[src/rtl/prefetch_queue_ctrl_pkg.sv]
// Shared opcodes, controller states and arbiter request indices for the
// prefetch queue controller.
package prefetch_ctrl_pkg;

  localparam logic [1:0] OP_INVALIDATE = 2'd0;
  localparam logic [1:0] OP_READ       = 2'd1;
  localparam logic [1:0] OP_WRITE_REQ  = 2'd2;
  localparam logic [1:0] OP_WRITE_RESP = 2'd3;

  // Request slots, lowest index wins the queue port.
  localparam int unsigned NumReq    = 4;
  localparam int unsigned ReqResp   = 0;
  localparam int unsigned ReqLookup = 1;
  localparam int unsigned ReqInv    = 2;
  localparam int unsigned ReqPf     = 3;

  typedef enum logic [1:0] {
    IDLE,
    LOOKUP,
    WAIT_DATA,
    RESP
  } ctrl_state_t;

endpackage

[src/rtl/prefetch_queue_ctrl_if.sv]
// Requester handshakes and queue port of the prefetch queue controller.
// master = controller side, slave = requesters/queue side.
interface prefetch_queue_ctrl_if #(
  parameter int unsigned LOG_QUEUE_SIZE       = 6,
  parameter int unsigned LOG_BLOCK_DATA_BYTES = 6,
  parameter int unsigned BA_ADDR_SIZE         = 64
);
  localparam int unsigned DATA_W = 1 << LOG_BLOCK_DATA_BYTES;

  logic                      dReqValid;
  logic                      dReqReady;
  logic [BA_ADDR_SIZE-1:0]   dReqAddr;
  logic                      dRespValid;
  logic                      dRespHit;
  logic [DATA_W-1:0]         dRespData;

  logic                      rValid;
  logic                      rReady;
  logic [BA_ADDR_SIZE-1:0]   rAddr;
  logic [DATA_W-1:0]         rData;

  logic                      invValid;
  logic                      invReady;
  logic [BA_ADDR_SIZE-1:0]   invAddr;

  logic                      pfValid;
  logic                      pfReady;
  logic [BA_ADDR_SIZE-1:0]   pfAddr;

  logic                      qOpValid;
  logic [1:0]                qOpcode;
  logic [BA_ADDR_SIZE-1:0]   qAddr;
  logic [DATA_W-1:0]         qData;
  logic                      qValid;
  logic                      qDataValid;
  logic [DATA_W-1:0]         qDataOut;
  logic [LOG_QUEUE_SIZE:0]   qOutstandingCnt;
  logic                      qAlmostFull;

  logic                      flushReq;

  modport master (
    input  dReqValid, dReqAddr, rValid, rAddr, rData, invValid, invAddr, pfValid, pfAddr,
    input  qValid, qDataValid, qDataOut, qOutstandingCnt, qAlmostFull,
    output dReqReady, dRespValid, dRespHit, dRespData, rReady, invReady, pfReady,
    output qOpValid, qOpcode, qAddr, qData, flushReq
  );

  modport slave (
    output dReqValid, dReqAddr, rValid, rAddr, rData, invValid, invAddr, pfValid, pfAddr,
    output qValid, qDataValid, qDataOut, qOutstandingCnt, qAlmostFull,
    input  dReqReady, dRespValid, dRespHit, dRespData, rReady, invReady, pfReady,
    input  qOpValid, qOpcode, qAddr, qData, flushReq
  );

endinterface

[src/rtl/prefetch_queue_ctrl_arbiter.sv]
// Fixed-priority grant of the single queue op slot: response > lookup read >
// invalidate > prefetch.
module prefetch_op_arbiter
  import prefetch_ctrl_pkg::*;
(
  input  logic [NumReq-1:0] req_i,
  output logic [NumReq-1:0] gnt_o,
  output logic              op_valid_o,
  output logic [1:0]        opcode_o
);

  always_comb begin
    gnt_o    = '0;
    opcode_o = OP_INVALIDATE;
    if (req_i[ReqResp]) begin
      gnt_o[ReqResp] = 1'b1;
      opcode_o       = OP_WRITE_RESP;
    end else if (req_i[ReqLookup]) begin
      gnt_o[ReqLookup] = 1'b1;
      opcode_o         = OP_READ;
    end else if (req_i[ReqInv]) begin
      gnt_o[ReqInv] = 1'b1;
      opcode_o      = OP_INVALIDATE;
    end else if (req_i[ReqPf]) begin
      gnt_o[ReqPf] = 1'b1;
      opcode_o     = OP_WRITE_REQ;
    end
  end

  assign op_valid_o = |gnt_o;

endmodule

[src/rtl/prefetch_queue_ctrl.sv]
// Serialises DRAM responses, demand lookups, invalidates and prefetches onto the
// prefetch data queue and runs the demand-lookup state machine.
module prefetch_queue_ctrl
  import prefetch_ctrl_pkg::*;
#(
  parameter int unsigned LOG_QUEUE_SIZE       = 6,
  parameter int unsigned LOG_BLOCK_DATA_BYTES = 6,
  parameter int unsigned BA_ADDR_SIZE         = 64,
  parameter int unsigned MAX_OUTSTANDING      = 16,
  parameter int unsigned WAIT_CNT_SIZE        = 8
) (
  input logic                   clk,
  input logic                   resetN,
  prefetch_queue_ctrl_if.master bus
);

  localparam int unsigned DATA_W = 1 << LOG_BLOCK_DATA_BYTES;
  localparam int unsigned CntW   = LOG_QUEUE_SIZE + 1;
  localparam logic [CntW-1:0] MaxOut = CntW'(MAX_OUTSTANDING);

  ctrl_state_t              state_q;
  logic                     live_q;
  logic [BA_ADDR_SIZE-1:0]  addr_q;
  logic [DATA_W-1:0]        data_q;
  logic                     hit_q;
  logic                     resp_valid_q;
  logic                     flush_q;
  logic [WAIT_CNT_SIZE-1:0] wait_cnt_q;
  logic [WAIT_CNT_SIZE-1:0] wait_cnt_d;

  logic                     slot_busy;
  logic                     d_req_ready;
  logic                     inv_ready;
  logic                     pf_ready;
  logic                     resp_accept;
  logic [NumReq-1:0]        req;
  logic [NumReq-1:0]        gnt;
  logic                     op_valid;
  logic [1:0]               opcode;
  logic [BA_ADDR_SIZE-1:0]  q_addr;
  logic [DATA_W-1:0]        q_data;

  // live_q keeps every ready and op low until the first clock after reset.
  assign resp_accept = live_q & bus.rValid;
  assign slot_busy   = bus.rValid | (state_q == LOOKUP);
  assign d_req_ready = live_q & (state_q == IDLE);
  assign inv_ready   = live_q & ~slot_busy;
  assign pf_ready    = live_q & ~slot_busy & ~bus.invValid & ~bus.qAlmostFull &
                       (bus.qOutstandingCnt < MaxOut);
  assign wait_cnt_d  = wait_cnt_q + WAIT_CNT_SIZE'(1);

  assign req[ReqResp]   = resp_accept;
  assign req[ReqLookup] = live_q & (state_q == LOOKUP);
  assign req[ReqInv]    = live_q & bus.invValid;
  assign req[ReqPf]     = pf_ready & bus.pfValid;

  prefetch_op_arbiter u_arbiter (
    .req_i      (req),
    .gnt_o      (gnt),
    .op_valid_o (op_valid),
    .opcode_o   (opcode)
  );

  always_comb begin
    q_addr = '0;
    q_data = '0;
    if (gnt[ReqResp]) begin
      q_addr = bus.rAddr;
      q_data = bus.rData;
    end else if (gnt[ReqLookup]) begin
      q_addr = addr_q;
    end else if (gnt[ReqInv]) begin
      q_addr = bus.invAddr;
    end else if (gnt[ReqPf]) begin
      q_addr = bus.pfAddr;
    end
  end

  always_ff @(posedge clk or negedge resetN) begin
    if (!resetN) begin
      state_q      <= IDLE;
      live_q       <= 1'b0;
      addr_q       <= '0;
      data_q       <= '0;
      hit_q        <= 1'b0;
      resp_valid_q <= 1'b0;
      flush_q      <= 1'b0;
      wait_cnt_q   <= '0;
    end else begin
      live_q       <= 1'b1;
      resp_valid_q <= 1'b0;
      flush_q      <= 1'b0;
      unique case (state_q)
        IDLE: begin
          if (bus.dReqValid && d_req_ready) begin
            addr_q  <= bus.dReqAddr;
            state_q <= LOOKUP;
          end
        end
        LOOKUP: begin
          // A response owns the slot this cycle; retry the read next cycle.
          if (!bus.rValid) begin
            if (bus.qValid && bus.qDataValid) begin
              hit_q        <= 1'b1;
              data_q       <= bus.qDataOut;
              resp_valid_q <= 1'b1;
              state_q      <= RESP;
            end else if (bus.qValid) begin
              wait_cnt_q <= '0;
              state_q    <= WAIT_DATA;
            end else begin
              hit_q        <= 1'b0;
              data_q       <= '0;
              resp_valid_q <= 1'b1;
              flush_q      <= 1'b1;
              state_q      <= RESP;
            end
          end
        end
        WAIT_DATA: begin
          wait_cnt_q <= wait_cnt_d;
          // Timer saturation rechecks in case the entry was evicted.
          if ((resp_accept && (bus.rAddr == addr_q)) || (wait_cnt_d == '1)) begin
            state_q <= LOOKUP;
          end
        end
        RESP: begin
          state_q <= IDLE;
        end
        default: begin
          state_q <= IDLE;
        end
      endcase
    end
  end

  assign bus.dReqReady  = d_req_ready;
  assign bus.dRespValid = resp_valid_q;
  assign bus.dRespHit   = hit_q;
  assign bus.dRespData  = data_q;
  assign bus.rReady     = live_q;
  assign bus.invReady   = inv_ready;
  assign bus.pfReady    = pf_ready;
  assign bus.qOpValid   = op_valid;
  assign bus.qOpcode    = opcode;
  assign bus.qAddr      = q_addr;
  assign bus.qData      = q_data;
  assign bus.flushReq   = flush_q;

endmodule
[src/flat_wrapper.sv]
// flat-port wrapper written by rule: the top's interface ports become plain ports
module prefetch_queue_ctrl_flat import prefetch_ctrl_pkg::*;
#(
  parameter int unsigned LOG_QUEUE_SIZE       = 6,
  parameter int unsigned LOG_BLOCK_DATA_BYTES = 6,
  parameter int unsigned BA_ADDR_SIZE         = 64,
  parameter int unsigned MAX_OUTSTANDING      = 16,
  parameter int unsigned WAIT_CNT_SIZE        = 8
)
  (clk, resetN, bus_dReqValid, bus_dReqAddr, bus_rValid, bus_rAddr, bus_rData, bus_invValid, bus_invAddr, bus_pfValid, bus_pfAddr, bus_qValid, bus_qDataValid, bus_qDataOut, bus_qOutstandingCnt, bus_qAlmostFull, bus_dReqReady, bus_dRespValid, bus_dRespHit, bus_dRespData, bus_rReady, bus_invReady, bus_pfReady, bus_qOpValid, bus_qOpcode, bus_qAddr, bus_qData, bus_flushReq);
  prefetch_queue_ctrl_if #(.LOG_QUEUE_SIZE(LOG_QUEUE_SIZE), .LOG_BLOCK_DATA_BYTES(LOG_BLOCK_DATA_BYTES), .BA_ADDR_SIZE(BA_ADDR_SIZE)) bus_i ();
  input logic clk;
  input logic resetN;
  input wire logic [$bits(bus_i.dReqValid)-1:0] bus_dReqValid;
  input wire logic [$bits(bus_i.dReqAddr)-1:0] bus_dReqAddr;
  input wire logic [$bits(bus_i.rValid)-1:0] bus_rValid;
  input wire logic [$bits(bus_i.rAddr)-1:0] bus_rAddr;
  input wire logic [$bits(bus_i.rData)-1:0] bus_rData;
  input wire logic [$bits(bus_i.invValid)-1:0] bus_invValid;
  input wire logic [$bits(bus_i.invAddr)-1:0] bus_invAddr;
  input wire logic [$bits(bus_i.pfValid)-1:0] bus_pfValid;
  input wire logic [$bits(bus_i.pfAddr)-1:0] bus_pfAddr;
  input wire logic [$bits(bus_i.qValid)-1:0] bus_qValid;
  input wire logic [$bits(bus_i.qDataValid)-1:0] bus_qDataValid;
  input wire logic [$bits(bus_i.qDataOut)-1:0] bus_qDataOut;
  input wire logic [$bits(bus_i.qOutstandingCnt)-1:0] bus_qOutstandingCnt;
  input wire logic [$bits(bus_i.qAlmostFull)-1:0] bus_qAlmostFull;
  output wire logic [$bits(bus_i.dReqReady)-1:0] bus_dReqReady;
  output wire logic [$bits(bus_i.dRespValid)-1:0] bus_dRespValid;
  output wire logic [$bits(bus_i.dRespHit)-1:0] bus_dRespHit;
  output wire logic [$bits(bus_i.dRespData)-1:0] bus_dRespData;
  output wire logic [$bits(bus_i.rReady)-1:0] bus_rReady;
  output wire logic [$bits(bus_i.invReady)-1:0] bus_invReady;
  output wire logic [$bits(bus_i.pfReady)-1:0] bus_pfReady;
  output wire logic [$bits(bus_i.qOpValid)-1:0] bus_qOpValid;
  output wire logic [$bits(bus_i.qOpcode)-1:0] bus_qOpcode;
  output wire logic [$bits(bus_i.qAddr)-1:0] bus_qAddr;
  output wire logic [$bits(bus_i.qData)-1:0] bus_qData;
  output wire logic [$bits(bus_i.flushReq)-1:0] bus_flushReq;
  assign bus_i.dReqValid = bus_dReqValid;
  assign bus_i.dReqAddr = bus_dReqAddr;
  assign bus_i.rValid = bus_rValid;
  assign bus_i.rAddr = bus_rAddr;
  assign bus_i.rData = bus_rData;
  assign bus_i.invValid = bus_invValid;
  assign bus_i.invAddr = bus_invAddr;
  assign bus_i.pfValid = bus_pfValid;
  assign bus_i.pfAddr = bus_pfAddr;
  assign bus_i.qValid = bus_qValid;
  assign bus_i.qDataValid = bus_qDataValid;
  assign bus_i.qDataOut = bus_qDataOut;
  assign bus_i.qOutstandingCnt = bus_qOutstandingCnt;
  assign bus_i.qAlmostFull = bus_qAlmostFull;
  assign bus_dReqReady = bus_i.dReqReady;
  assign bus_dRespValid = bus_i.dRespValid;
  assign bus_dRespHit = bus_i.dRespHit;
  assign bus_dRespData = bus_i.dRespData;
  assign bus_rReady = bus_i.rReady;
  assign bus_invReady = bus_i.invReady;
  assign bus_pfReady = bus_i.pfReady;
  assign bus_qOpValid = bus_i.qOpValid;
  assign bus_qOpcode = bus_i.qOpcode;
  assign bus_qAddr = bus_i.qAddr;
  assign bus_qData = bus_i.qData;
  assign bus_flushReq = bus_i.flushReq;
  prefetch_queue_ctrl #(.LOG_QUEUE_SIZE(LOG_QUEUE_SIZE), .LOG_BLOCK_DATA_BYTES(LOG_BLOCK_DATA_BYTES), .BA_ADDR_SIZE(BA_ADDR_SIZE), .MAX_OUTSTANDING(MAX_OUTSTANDING), .WAIT_CNT_SIZE(WAIT_CNT_SIZE)) u_core (.clk(clk), .resetN(resetN), .bus(bus_i));
endmodule
[config.mk]
export PLATFORM = sky130hd
export DESIGN_NAME = prefetch_queue_ctrl_flat
export DESIGN_NICKNAME = d
export VERILOG_FILES = /design/src/rtl/prefetch_queue_ctrl_pkg.sv /design/src/rtl/prefetch_queue_ctrl_if.sv /design/src/rtl/prefetch_queue_ctrl_arbiter.sv /design/src/rtl/prefetch_queue_ctrl.sv /design/src/flat_wrapper.sv
export SDC_FILE = /design/constraint.sdc
export NUM_CORES = 1
export LEC_CHECK = 0
export CAP_MARGIN = 10
export CORE_AREA = 5 5 231 233
export DETAILED_ROUTE_END_ITERATION = 6
export DIE_AREA = 0 0 236 238
export PLACE_DENSITY = 0.45
export SYNTH_ARGS = -nofsm -noshare
export SYNTH_HDL_FRONTEND = slang
export SYNTH_HIERARCHICAL = 1
export SYNTH_SLANG_ARGS = --single-unit
[constraint.sdc]
create_clock -name clk -period 3.3 [get_ports clk]
set_clock_uncertainty 0.2 [all_clocks]
set_input_delay 0.66 -clock clk [delete_from_list [all_inputs] [get_ports clk]]
set_output_delay 0.66 -clock clk [all_outputs]
set_load 0.02 [all_outputs]
Word-level counts from Yosys, hierarchy flattened
Index checks and enable logic that the tools add are counted.

Flip-flop bits (word level): 142. Input bits: 400. Word-level logic and storage cells: 83. Output and inout port bits: 202.

Equal/unequal tests: 11. Add/sub/neg operators: 1. Reduce and logical (&&, ||, !) cells: 11. Multiplexer cells: 37. $lt $le $gt $ge: 1. Bitwise operators: 14.

Operators with widths (number): $mux W64 (7); $eq A64 B64 Y1 (1); $mux W8 (3); $mux W2 (9); $pmux W8 S2 (1); $mux W1 (15); $and A1 B1 Y1 (9); $add A8 B1 Y8 const B (1); $eq A8 B8 Y1 const B (1); $ne A2 B2 Y1 const B (4); $pmux W2 S4 (1); $lt A7 B5 Y1 const B (1); $reduce_and A3 Y1 (2); $eq A2 B2 Y1 const B (2); $ne A2 B1 Y1 const B (2); $not A1 Y1 (4); $reduce_and A4 Y1 (1); $reduce_or A4 Y1 (1); $logic_and A1 B1 Y1 (3); $mux W3 (1); $eq A2 B1 Y1 const B (1); $logic_not A2 Y1 (1); $reduce_and A2 Y1 (1); $reduce_bool A2 Y1 (1); 2 further kinds (2).

Depth between registers and ports, before layout
Gate-level depths: netlist (run 1).

Depth in word-level cells: 16. Mapped depth: 13. Depth with buffers taken out: 11.

Modules after synthesis
Netlist (run 1), hierarchy kept.

Modules (own cells, without submodules): prefetch_queue_ctrl (sequential area each 3553.4 sq um, times used 1, area each 8380.5 sq um, cells an instance 915); prefetch_op_arbiter (sequential area each 0.0 sq um, times used 1, area each 56.3 sq um, cells an instance 9).

Worst setup path after synthesis (run 1)
OpenSTA, ideal clock, no wires.

Path type: input -> output. From: input port bus_rValid. To: output port bus_qAddr[22]. Arrival: 3223 ps. Path slack: -783 ps. Buffers on the path: 2. Cell stages on the path: 12. Required time: 2440 ps. Path through: nor3b_1 > and3_1 > and2_1 > nand2b_1 > nor2_1 > nor2b_1 > buf_2 > clkbuf_1 > a22oi_1 > nor2_1 > a21oi_1 > o21ai_0.

Cells in the longest elaborated chain, start to end: 15. Elaborated cells on any way between the ends: 17. Those cells by class: mux: 9; bitwise: 8.

Ends and longest elaborated chain: start, declared (line flat_wrapper.sv:16) `input wire logic [$bits(bus_i.rValid)-1:0] bus_rValid;`; $or A1 B1 Y1 (line prefetch_queue_ctrl.sv:45) `assign slot_busy = bus.rValid | (state_q == LOOKUP);`; $not A1 Y1 (line prefetch_queue_ctrl.sv:48) `assign pf_ready = live_q & ~slot_busy & ~bus.invValid & ~bus.qAlmostFull &`; $and A1 B1 Y1 (4 in a row) (line prefetch_queue_ctrl.sv:48); named net bus_pfReady (line flat_wrapper.sv:34) `output wire logic [$bits(bus_i.pfReady)-1:0] bus_pfReady;`; $and A1 B1 Y1 (line prefetch_queue_ctrl.sv:55) `assign req[ReqPf] = pf_ready & bus.pfValid;`; named net u_core.req[3] (line prefetch_queue_ctrl.sv:36) `logic [NumReq-1:0] req;`; $mux W1 (line prefetch_queue_ctrl_arbiter.sv:24) `end else if (req_i[ReqPf]) begin`; $mux W1 (line prefetch_queue_ctrl_arbiter.sv:21) `end else if (req_i[ReqInv]) begin`; $mux W2 (line prefetch_queue_ctrl_arbiter.sv:18) `end else if (req_i[ReqLookup]) begin`; $mux W3 (line prefetch_queue_ctrl_arbiter.sv:15) `if (req_i[ReqResp]) begin`; named net u_core.gnt[3] (line prefetch_queue_ctrl.sv:37) `logic [NumReq-1:0] gnt;`; $mux W64 (line prefetch_queue_ctrl.sv:74) `end else if (gnt[ReqPf]) begin`; $mux W64 (line prefetch_queue_ctrl.sv:72) `end else if (gnt[ReqInv]) begin`; $mux W64 (line prefetch_queue_ctrl.sv:70) `end else if (gnt[ReqLookup]) begin`; $mux W64 (line prefetch_queue_ctrl.sv:67) `if (gnt[ReqResp]) begin`; end, declared (line flat_wrapper.sv:37) `output wire logic [$bits(bus_i.qAddr)-1:0] bus_qAddr;`.

The timed path passes the listed nets, and every way through them passes these cells.

Worst setup path in the final report (run 1)
From: register u_core.state_q[0]. To: output port bus_qAddr[37].

Cells in the longest elaborated chain, start to end: 16. Elaborated cells on any way between the ends: 18. Those cells by class: eq/ne: 1; mux: 9; bitwise: 8.

Ends and longest elaborated chain: start, declared (line prefetch_queue_ctrl.sv:21) `ctrl_state_t state_q;`; start signal, assigned (line prefetch_queue_ctrl.sv:81) `state_q <= IDLE;`; start signal, assigned (line prefetch_queue_ctrl.sv:97) `state_q <= LOOKUP;`; start signal, assigned (line prefetch_queue_ctrl.sv:107) `state_q <= RESP;`; $eq A2 B1 Y1 (line prefetch_queue_ctrl.sv:45); $or A1 B1 Y1 (line prefetch_queue_ctrl.sv:45); $not A1 Y1 (line prefetch_queue_ctrl.sv:48); $and A1 B1 Y1 (4 in a row) (line prefetch_queue_ctrl.sv:48); $and A1 B1 Y1 (line prefetch_queue_ctrl.sv:55); named net u_core.req[3] (line prefetch_queue_ctrl.sv:36); $mux W1 (line prefetch_queue_ctrl_arbiter.sv:24); $mux W1 (line prefetch_queue_ctrl_arbiter.sv:21); $mux W2 (line prefetch_queue_ctrl_arbiter.sv:18); $mux W3 (line prefetch_queue_ctrl_arbiter.sv:15); named net u_core.gnt[3] (line prefetch_queue_ctrl.sv:37); $mux W64 (line prefetch_queue_ctrl.sv:74); $mux W64 (line prefetch_queue_ctrl.sv:72); $mux W64 (line prefetch_queue_ctrl.sv:70); $mux W64 (line prefetch_queue_ctrl.sv:67).

The timed path passes the listed nets, and every way through them passes these cells.

==> impl_results.md, run 1 <==
* Status: finished with violations
* Failing checks: setup timing
* Seq/Total Area, Yosys at 42.1%
* Count leader, synth: dfrtp_1
* IO Pins at 602
* Final Hold Vio Count at 0
* Number of CTS-inserted buffers at 17
* Final period util at 113%
* Clk sinks at 142
* Layout cell share with drive strength beyond 1 at 24.6%
* First-pass GRT wire length at 75.6 mm
* WL per Instance at 24.3 um
* MaxCap Viol Count at 0
* Int Power at 3.62 mW
* Vias per std cell at 4.35
* CTS tree: yes
* Static leakage at 7.66 nW
* Die footprint at 56200 sq um
* Tightest Pin Transition at 756 ps
* Port-buffer cells at 597
* Most used DFF post-synth: dfrtp_1
* Starting density of the core at 16.5%
* PnR worst setup slack at -414 ps
* Syn_nets at 1326
* Root Buffer: clkbuf_16
* Sw frac at 29.7%
* Worst-path clk slew at 70 ps
* Required time of the critical path at 2440 ps
* Largest net degree at the start of global routing at 71
* Core box area at 51000 sq um
* Chip height at 238 um
* Worst setup SP type: register
* Cell variety after synth at 51
* Endpoint class of the critical path: output pin
* Cell types occupying the most area after synthesis: dfrtp_1 42%, mux2_2 7.9%, a22o_1 6.6%
* DRT antenna net count at 0
* DRT Pass-1 Iters at 4
* Relative slew slack at 49.6%
* Worst skew pair latency at 470 ps
* Post-synth ARST share at 100%
* Die width at 236 um
* Initial antenna violation count at 6
* Avg Inst Size Synth at 9.13 sq um
* Top cell type by total area after synthesis: dfrtp_1
* Yosys reg bits at 142
* Iteration-0 DRC Markers at 328
* Post-synthesis cell count at 924
* Number of fill cells at 5203
* Flop pwr share at 34.5%
* CP Data Arrival Time at 2850 ps
* Dpl cells at 2177
* Hold Crit Class: register to register
* Peak supply drop at 0.000265 V
* Crit Path Max Fanout at 4
* Dpl hpwl at 40.5 mm
* Comb pwr share at 25.9%
* Cell Area, Synth at 8440 sq um
* Commonest cells in the netlist: 142 x dfrtp_1, 83 x o21ai_0, 81 x nand2_1, 75 x nor2_1, 68 x and2_1
* Pwr dens at 293 nW/um^2
* Final GP Congestion at 0.859
* EDFF count, synth at 0
* # setup viols final at 65
* Slew Limit Fails at 0
* Nets at 1958
* Max Root-Sink Buffers at 2
* Total gr overflow at 0
* Non-Filler Instances at 2254
* Clock H-tree levels at 4
* Fin crit period at 3710 ps
* DRC viols at 0
* Via Count at 9800
* P_sw at 1.53 mW
* Placement row count at 83
* Clock network power share at 39.6%
* Vias in the first global route at 10300
* RSZ-0062 raised after global routing: yes
* P&R area growth vs syn at 108%
* Fmax at 0.269 GHz
* Synth top area share at 42.1%
* Routed Wire Length at 54.7 mm
* WS Path Type: register to output pin
* Global Route Usage Sum at 18.5%
* Synth warn at 6
* Post-layout util at 34.4%
-- power by group through the flow --
stage | clock [mW] | sequential, mW | combinational [mW]
after global placement | 0 | 1.81 | 1.24
final | 2.04 | 1.77 | 1.33
after floorplan | 0 | 1.83 | 0.340
after CTS | 2.14 | 1.77 | 1.33
after global routing | 2.19 | 1.77 | 1.42
after detailed placement | 0 | 1.80 | 1.24
-- layout make-up --
class                      instances  area (sq um)  share of cell area (%)
clock buffer                      18           439                    2.50
clock inverter                    14           151                   0.862
tap                              680           851                    4.84
antenna                            5          12.5                  0.0712
inverter                          15          56.3                   0.321
timing repair buffer             688          7430                    42.3
multi-input combinational        692          5070                    28.8
sequential                       142          3550                    20.2
-- sequential cells by signal (all words and copies together) (netlist names) --
register               cells
u_core/bus.flushReq        1
u_core/bus.dRespHit        1
u_core/bus.dRespValid      1
u_core/bus.dRespData      64
u_core/addr_q             64
u_core/wait_cnt_q          8
u_core/state_q             2
u_core/bus.rReady          1
-- layer usage --
layer	vias up	global-route usage, %	wire (um)
li1	4597	-	-
met1	4751	21.4	21700
met2	400	33.4	28600
met3	52	5.25	3210
met4	0	5.31	1180
met5	-	0	0
-- critical path, stage by stage, from the launching register on --
cell,delay (ps)
dfrtp_1,410
nand2b_4,90
nor3b_4,190
and3_4,200
and2_4,150
nand2b_4,60
nor2_4,90
nor2b_4,180
buf_8,150
buf_8,130
buf_6,110
a22oi_2,60
nor2_1,90
a21oi_1,60
o21ai_2,250
buf_6,170
-- worst paths after layout --
path                                           from                  end  slack (ps)  cells past startpoint
worst max register to register    u_core/bus.rReady    u_core/state_q[0]         490                      9
worst min-delay path            u_core/bus.dRespHit  u_core/bus.dRespHit         280                      1
max in group asynchronous                    resetN    u_core/state_q[1]        1520                      3
min in group asynchronous                    resetN    u_core/addr_q[42]         550                      2
worst max-delay path              u_core/state_q[0]        bus_qAddr[37]        -410                     15
worst min register to register  u_core/bus.dRespHit  u_core/bus.dRespHit         280                      1
-- placed cells by master, fill, tap and decap left out, types with 4 or more instances in the layout --
cell | Yosys | layout
o21ai_0 | 83 | 19
buf_12 | 0 | 23
buf_16 | 0 | 8
nor2_1 | 75 | 67
a21oi_2 | 0 | 7
nand2b_1 | 8 | 6
nor4_1 | 5 | 5
xor2_1 | 12 | 12
a22oi_2 | 0 | 40
nand3_1 | 4 | 4
inv_1 | 15 | 13
inv_6 | 0 | 4
clkdlybuf4s50_1 | 0 | 486
dlygate4sd2_1 | 0 | 12
buf_6 | 0 | 76
xnor2_1 | 41 | 41
nand2_1 | 81 | 80
nor2_2 | 0 | 5
diode_2 | 0 | 5
mux2_2 | 59 | 59
nand4_1 | 11 | 11
dlymetal6s2s_1 | 0 | 30
dfrtp_1 | 142 | 142
a22oi_1 | 63 | 23
buf_4 | 1 | 43
nor2b_1 | 5 | 4
o21ai_2 | 0 | 60
a21oi_1 | 67 | 60
clkbuf_16 | 0 | 20
a22o_1 | 64 | 64
o21ai_1 | 0 | 4
and2_1 | 68 | 67
-- timing repair --
item | CTS | global route
gates cloned | 12 | 3
hold endpoints to repair | 3 | 0
pin swaps | 22 | 37
resized for setup | 430 | 74
hold buffers | 1 | 0
setup buffers | 29 | 7
endpoints found under the setup margin | 132 | 100
-- cell families (layout without fill, tap and decap cells) --
family	after synthesis	in the layout	synth area share [%]
AOI/OAI and AO/OA	299	299	23.3
xor gates and xnor gates	53	53	5.50
adders and majority gates	2	2	0.297
buffers and inverters	90	735	4.40
DFF	142	142	42.1
muxes	59	59	7.87
other	1	6	0.0444
and+or+nand+nor	278	278	16.5
-- through the flow --
stage	TNS, ps	setup WS [ps]	area [sq um]	hold slack, ps	power, mW
2_1_floorplan	-830	-34.5	8700	164	2.17
3_3_place_gp	-102570	-1190	15700	261	3.04
3_5_place_dp	-104940	-1220	15700	265	3.04
4_1_cts	-31140	-572	17300	281	5.24
5_1_grt	-30390	-555	17600	312	5.38
6_report	-19770	-414	17600	275	5.14
(Power assumes the default switching activity.)
==> run 2, diff against run 1 <==
- CORE_AREA: 5 5 231 233 -> 5 5 229 231
- DIE_AREA: 0 0 236 238 -> 0 0 234 236
- SYNTH_HIERARCHICAL: 1 -> unset
==> impl_results.md, run 2 <==
* Number of CTS-inserted buffers at 17
* CP max-delay cell: dfrtp_1
* Crit Path Max Fanout at 6
* CP Data Arrival Time at 2440 ps
* Die width at 234 um
* Top routing layer in use: met5
* Worst Setup SP: u_core.state_q[0]
* MaxCap Viol Count at 0
* Die footprint at 55200 sq um
* Core box area at 49900 sq um
* RR Startpoint: u_core.addr_q[43]
* Most used DFF post-synth: dfrtp_1
* Placement row count at 82
* WHS Path Cells at 1
* Final GP Congestion at 0.848
* Global Route Usage Sum at 16.8%
* Worst path max stage delay at 390 ps
* EDFF count, synth at 0
* Vias in the first global route at 9519
* WL met2 at 23.0 mm
* DRT Pass-1 Iters at 7
* Hold Crit Class: register to register
* Final period util at 99.9%
* Root Buffer: clkbuf_16
* Top cell type by total area after synthesis: dfrtp_1
* Hold Slack at 299 ps
* Port-buffer cells at 597
* Worst skew pair latency at 470 ps
* WL met1 at 19.4 mm
* Static leakage at 7.27 nW
* R2R Setup Slk at 630 ps
* Cell Area, Synth at 7790 sq um
* Starting density of the core at 15.6%
* Commonest non-fill, non-tap cell in the layout: clkdlybuf4s50_1
* Non-Filler Instances at 2087
* RSZ-0062 raised after global routing: yes
* Nets at 1803
* Vias per std cell at 4.29
* Final Hold Vio Count at 0
* Total gr overflow at 0
* Layout cell share with drive strength beyond 1 at 20.3%
* Dpl cells at 2023
* WL met3 at 4.80 mm
* Seq/Total Area, Yosys at 45.6%
* Worst setup SP type: register
* IO Pins at 602
* Via Count at 8948
* Peak supply drop at 0.000282 V
* Commonest cells in the netlist: 142 x dfrtp_1, 138 x nand2_1, 70 x and3_1, 68 x a22o_1, 63 x a222oi_1
* Avg Inst Size Synth at 10.2 sq um
* Pwr dens at 298 nW/um^2
* CP most frequent cell: buf_6
* Required time of the critical path at 2440 ps
* Cell types occupying the most area after synthesis: dfrtp_1 46%, mux2_2 8.7%, a222oi_1 8.1%
* PnR worst setup slack at 3.33 ps
* CP Buf/Inv Count at 3
* RR Endpoint: u_core.state_q[1]
* Crit path cell chain: and2b_2 -> and2b_1 -> and2_4 -> buf_16 -> buf_6 -> a222oi_1 -> nand2_1 -> buf_6
* Cell variety after synth at 44
* Fmax at 0.303 GHz
* Synth top area share at 45.6%
* Synth warn at 0
* Max Root-Sink Buffers at 2
* Fin crit period at 3300 ps
* DRC viols at 6
* Clock H-tree levels at 4
* DRT antenna net count at 0
* Routed Wire Length at 48.2 mm
* Tightest Pin Transition at 718 ps
* Yosys reg bits at 142
* Place WS at -625 ps
* WS Path Type: register to output pin
* Largest net degree at the start of global routing at 80
* Commonest cells after routing, fill and taps aside: 524 x clkdlybuf4s50_1, 142 x dfrtp_1, 115 x nand2_1, 68 x and3_1, 68 x a22o_1
* Post-synthesis cell count at 761
* Initial antenna violation count at 4
* Iteration-0 DRC Markers at 627
* Relative slew slack at 52.1%
* Endpoint class of the critical path: output pin
* Clk sinks at 142
* Hold Startpoint: u_core.bus.dRespHit
* Slew Limit Fails at 0
* Post-synth ARST share at 100%
* Number of fill cells at 5177
* # setup viols final at 0
* WL per Instance at 23.1 um
* CTS tree: yes
* WHS Endpoint: u_core.bus.dRespHit
* P&R area growth vs syn at 107%
* Family with the most delay on the worst path: simple AND/OR/NAND/NOR gates
* Chip height at 236 um
* First-pass GRT wire length at 67.6 mm
* Dpl hpwl at 36.0 mm
* Count leader, synth: dfrtp_1
* Failing checks: DRC
* Status: finished with violations
* Syn_nets at 1163
* Reg2reg path depth at 7
* Worst-path clk slew at 70 ps
run 2: cell count changes after synthesis, sizes merged, moves of 64 or more:
| cell | delta |
|---|---|
| a21oi | -65 |
| and2 | -64 |
| and3 | +67 |
| nor2 | -67 |
| o21ai | -67 |
run 2: cells by family after synthesis:
group	synth area share [%]
other	0.0481
and+or+nand+nor	16.2
AOI/OAI and AO/OA	18.3
muxes	8.80
adders and majority gates	0.321
DFF	45.6
buffers and inverters	3.93
xor gates and xnor gates	6.86
run 2: per-layer routing:
metal	GRT usage [%]	vias to the layer above
met2	28.0	471
met4	4.77	4
li1	-	4159
met1	20.0	4265
met3	6.49	49
met5	0	-
run 2: repair_timing:
action / 4_1_cts / 5_1_grt
resized for setup: 350 / 48
endpoints found under the setup margin: 131 / 68
pin swaps: 38 / 66
buffers inserted: 12 / 7
endpoints found under the hold margin: 6 / 0
cloned: 13 / 1
hold buffers: 1 / 0
run 2: worst max path at each step:
stage / to / slack [ps] / depth (start not counted)
5_1_grt: bus_qAddr[16] / -110 / 8
4_1_cts: bus_qAddr[49] / -70 / 8
6_report: bus_qAddr[29] / 3 / 8
3_5_place_dp: bus_qAddr[26] / -620 / 8
2_1_floorplan: bus_qAddr[63] / 300 / 6
3_3_place_gp: bus_qAddr[26] / -600 / 8
run 2: power by group:
part	leakage (nW)	internal (mW)	switching, mW	total [mW]
clock network	0.275	1.08	0.899	1.98
registers	1.95	1.74	0.00145	1.74
logic	5.05	0.652	0.434	1.09
total	7.27	3.47	1.33	4.81
run 2: worst register-to-register path: stages (launching register included):
cell     delay (ps)
dfrtp_1         410
xor2_1          180
nor4_1          490
buf_4           220
nand4_1         220
nor4_1          330
a21oi_1         240
or2_1           260
run 2: stage by stage:
| stage | power, mW | utilization [%] | setup TNS (ps) | cell area [sq um] |
|---|---|---|---|---|
| 2_1_floorplan | 2.03 | - | 0 | 7790 |
| 3_3_place_gp | 2.85 | 29.9 | -35480 | 14900 |
| 3_5_place_dp | 2.85 | 29.9 | -35190 | 14900 |
| 4_1_cts | 4.90 | 32.1 | -636 | 16000 |
| 5_1_grt | 5.03 | 32.4 | -2110 | 16200 |
| 6_report | 4.81 | 32.4 | 0 | 16200 |
run 2: cell type report:
cell class	count	area (sq um)	share of cell area, %
Inverter	8	30.0	0.186
Antenna cell	1	2.50	0.0155
Clock inverter	14	144	0.891
Clock buffer	18	439	2.72
Timing Repair Buffer	687	7090	43.9
Sequential cell	142	3550	22.0
Multi-Input combinational cell	545	4050	25.1
Tap cell	672	841	5.20
==> RTL change (settings of run 2) <==
`LOG_QUEUE_SIZE` is set to 6 in 3 places; all go to 8.
--- a/src/rtl/prefetch_queue_ctrl_if.sv
+++ b/src/rtl/prefetch_queue_ctrl_if.sv
@@ -2,5 +2,5 @@
 // master = controller side, slave = requesters/queue side.
 interface prefetch_queue_ctrl_if #(
-  parameter int unsigned LOG_QUEUE_SIZE       = 6,
+  parameter int unsigned LOG_QUEUE_SIZE       = 8,
   parameter int unsigned LOG_BLOCK_DATA_BYTES = 6,
   parameter int unsigned BA_ADDR_SIZE         = 64
--- a/src/rtl/prefetch_queue_ctrl.sv
+++ b/src/rtl/prefetch_queue_ctrl.sv
@@ -4,5 +4,5 @@
   import prefetch_ctrl_pkg::*;
 #(
-  parameter int unsigned LOG_QUEUE_SIZE       = 6,
+  parameter int unsigned LOG_QUEUE_SIZE       = 8,
   parameter int unsigned LOG_BLOCK_DATA_BYTES = 6,
   parameter int unsigned BA_ADDR_SIZE         = 64,
--- a/src/flat_wrapper.sv
+++ b/src/flat_wrapper.sv
@@ -2,5 +2,5 @@
 module prefetch_queue_ctrl_flat import prefetch_ctrl_pkg::*;
 #(
-  parameter int unsigned LOG_QUEUE_SIZE       = 6,
+  parameter int unsigned LOG_QUEUE_SIZE       = 8,
   parameter int unsigned LOG_BLOCK_DATA_BYTES = 6,
   parameter int unsigned BA_ADDR_SIZE         = 64,
Ports: changed (resized bus_qOutstandingCnt); port bits go from 602 to 604. No check against the original RTL was run, so the function may have changed too.
==> RTL change against run 2 <==
- the flow finishes with violations (negative setup slack)
- critical endpoint is now bus_qAddr[9]
- sequential cell count unchanged
- register-to-register slack worse by 0.19 ns
- cell area up 6.8%
- synthesized area up 6.4%
- setup slack worse by 0.14 ns
- wire length up 9.1%
- critical path type unchanged
Power is not compared: it rests on default switching activity, and its combinational part moved more than twofold at a synthesized area within 25%.
==> RTL change: results <==
[global_route]
grt_first_pass_wirelength_mm = 73.2
grt_antenna_before_repair = 14
grt_start_max_net_pins = 66
met1_usage_pct = 20.0
first_global_vias = 10500
met3_usage_pct = 6.76
grtUsageTotal_pct = 18.1
grt_util_met2_pct = 32.2

[final_layout]
final_nets = 1901
drive_gt1_share_pct = 25.0
fillCellCount = 5183
layout_commonest_cell = "clkdlybuf4s50_1"

[synthesis]
synthTopCellsByCount = "dfrtp_1 (142), nand2_1 (82), and3_1 (71)"
yosysSeqAreaShare_pct = 42.9
syn_area_per_cell_um2 = 9.53
synth.distinct_cells = 47
syn_nets = 1274
netlist_top_cells_area = "dfrtp_1 (43%), mux2_2 (7.6%), a22o_1 (6.8%)"

[placement]
dp_cells = 2122
pre_cts_slack_ns = -0.757
place_congestion = 0.829
dpl_cell_area_um2 = 15700
place_hpwl_mm = 40.7
io_buffers = 599

[worst_setup_path]
path_max_fanout = 9
cp_data_arrival_time_ns = 2.58
cp-endpoint = "bus_qAddr[9]"
cp_top_family = "simple AND/OR/NAND/NOR gates"
slowest_delay_ns = 0.38
rr_endpoint = "u_core.state_q[0]$_DFFE_PN0P_"
crit_top_cell = "and3_4"
rrSetupSlack_ns = 0.44
timing.rr.start = "u_core.bus.rReady$_DFF_PN0_"
reg2reg_depth = 10
cpMaxStageDelayCell = "dfrtp_1"

[detailed_routing]
drt_iter0_drc = 446
drtPass1Iterations = 5
vias = 9703
drt-total-wl_mm = 52.6
wl_per_cell_um = 24.1

[timing]
holdWs_ns = 0.297
finalSetupTns_ns = -3.40
finalWorstSetupSlack_ns = -0.141
worst_pin_slew_ns = 0.707
setup-violations-final = 49

[run_status]
violations = "negative setup slack"
status = "finished, violations left"

[clock_network]
ctsResizeCount = 366
cts_setup_buffers = 5
clk_pin_slew_ns = 0.07
clock_path_buffers = 2

[min_path]
hold_path_class = "reg -> reg"
RTL change: area by class of cell:
type	count	area [um^2]	share of cell area (%)
Antenna cell	5	12.5	0.0725
Clock buffer	19	453	2.62
Clock inverter	13	119	0.689
Inverter	17	63.8	0.370
Multi-Input combinational cell	631	5030	29.1
Sequential cell	142	3550	20.6
Tap cell	672	841	4.87
Timing Repair Buffer	688	7190	41.6
RTL change: power by group:
| part | total, mW | internal (mW) | switching (mW) |
|---|---|---|---|
| clock | 1.94 | 1.03 | 0.909 |
| sequential | 2.65 | 2.20 | 0.449 |
| combinational | 2.51 | 1.37 | 1.14 |
RTL change: worst min-delay path by stage:
stage / startpoint / endpoint / cells past startpoint
after global routing: u_core.bus.dRespData[9]$_DFFE_PN0P_ / u_core.bus.dRespData[9]$_DFFE_PN0P_ / 1
after global placement: u_core.bus.dRespHit$_DFFE_PN0P_ / u_core.bus.dRespHit$_DFFE_PN0P_ / 1
after floorplan: resetN / u_core.addr_q[0]$_DFFE_PN0P_ / 0
after CTS: u_core.bus.dRespHit$_DFFE_PN0P_ / u_core.bus.dRespHit$_DFFE_PN0P_ / 1
after detailed placement: u_core.bus.dRespHit$_DFFE_PN0P_ / u_core.bus.dRespHit$_DFFE_PN0P_ / 1
final: u_core.bus.dRespHit$_DFFE_PN0P_ / u_core.bus.dRespHit$_DFFE_PN0P_ / 1
RTL change: metal layers:
metal  vias up  routed length (um)
met1      4695               20000
li1       4536                   -
met5         -                 103
met4        18                1240
met2       384               26900
met3        70                4350
RTL change: cell families after synthesis:
kind of cell,count (synthesis),share of synthesized area (%)
buffers and inverters,97,4.97
multiplexers,56,7.61
XOR/XNOR,41,4.33
flip-flops,142,42.9
other,1,0.0452
AND/OR/NAND/NOR,225,14.7
AO/OA/AOI/OAI,306,25.2
adder cells (fa/ha/maj),2,0.302
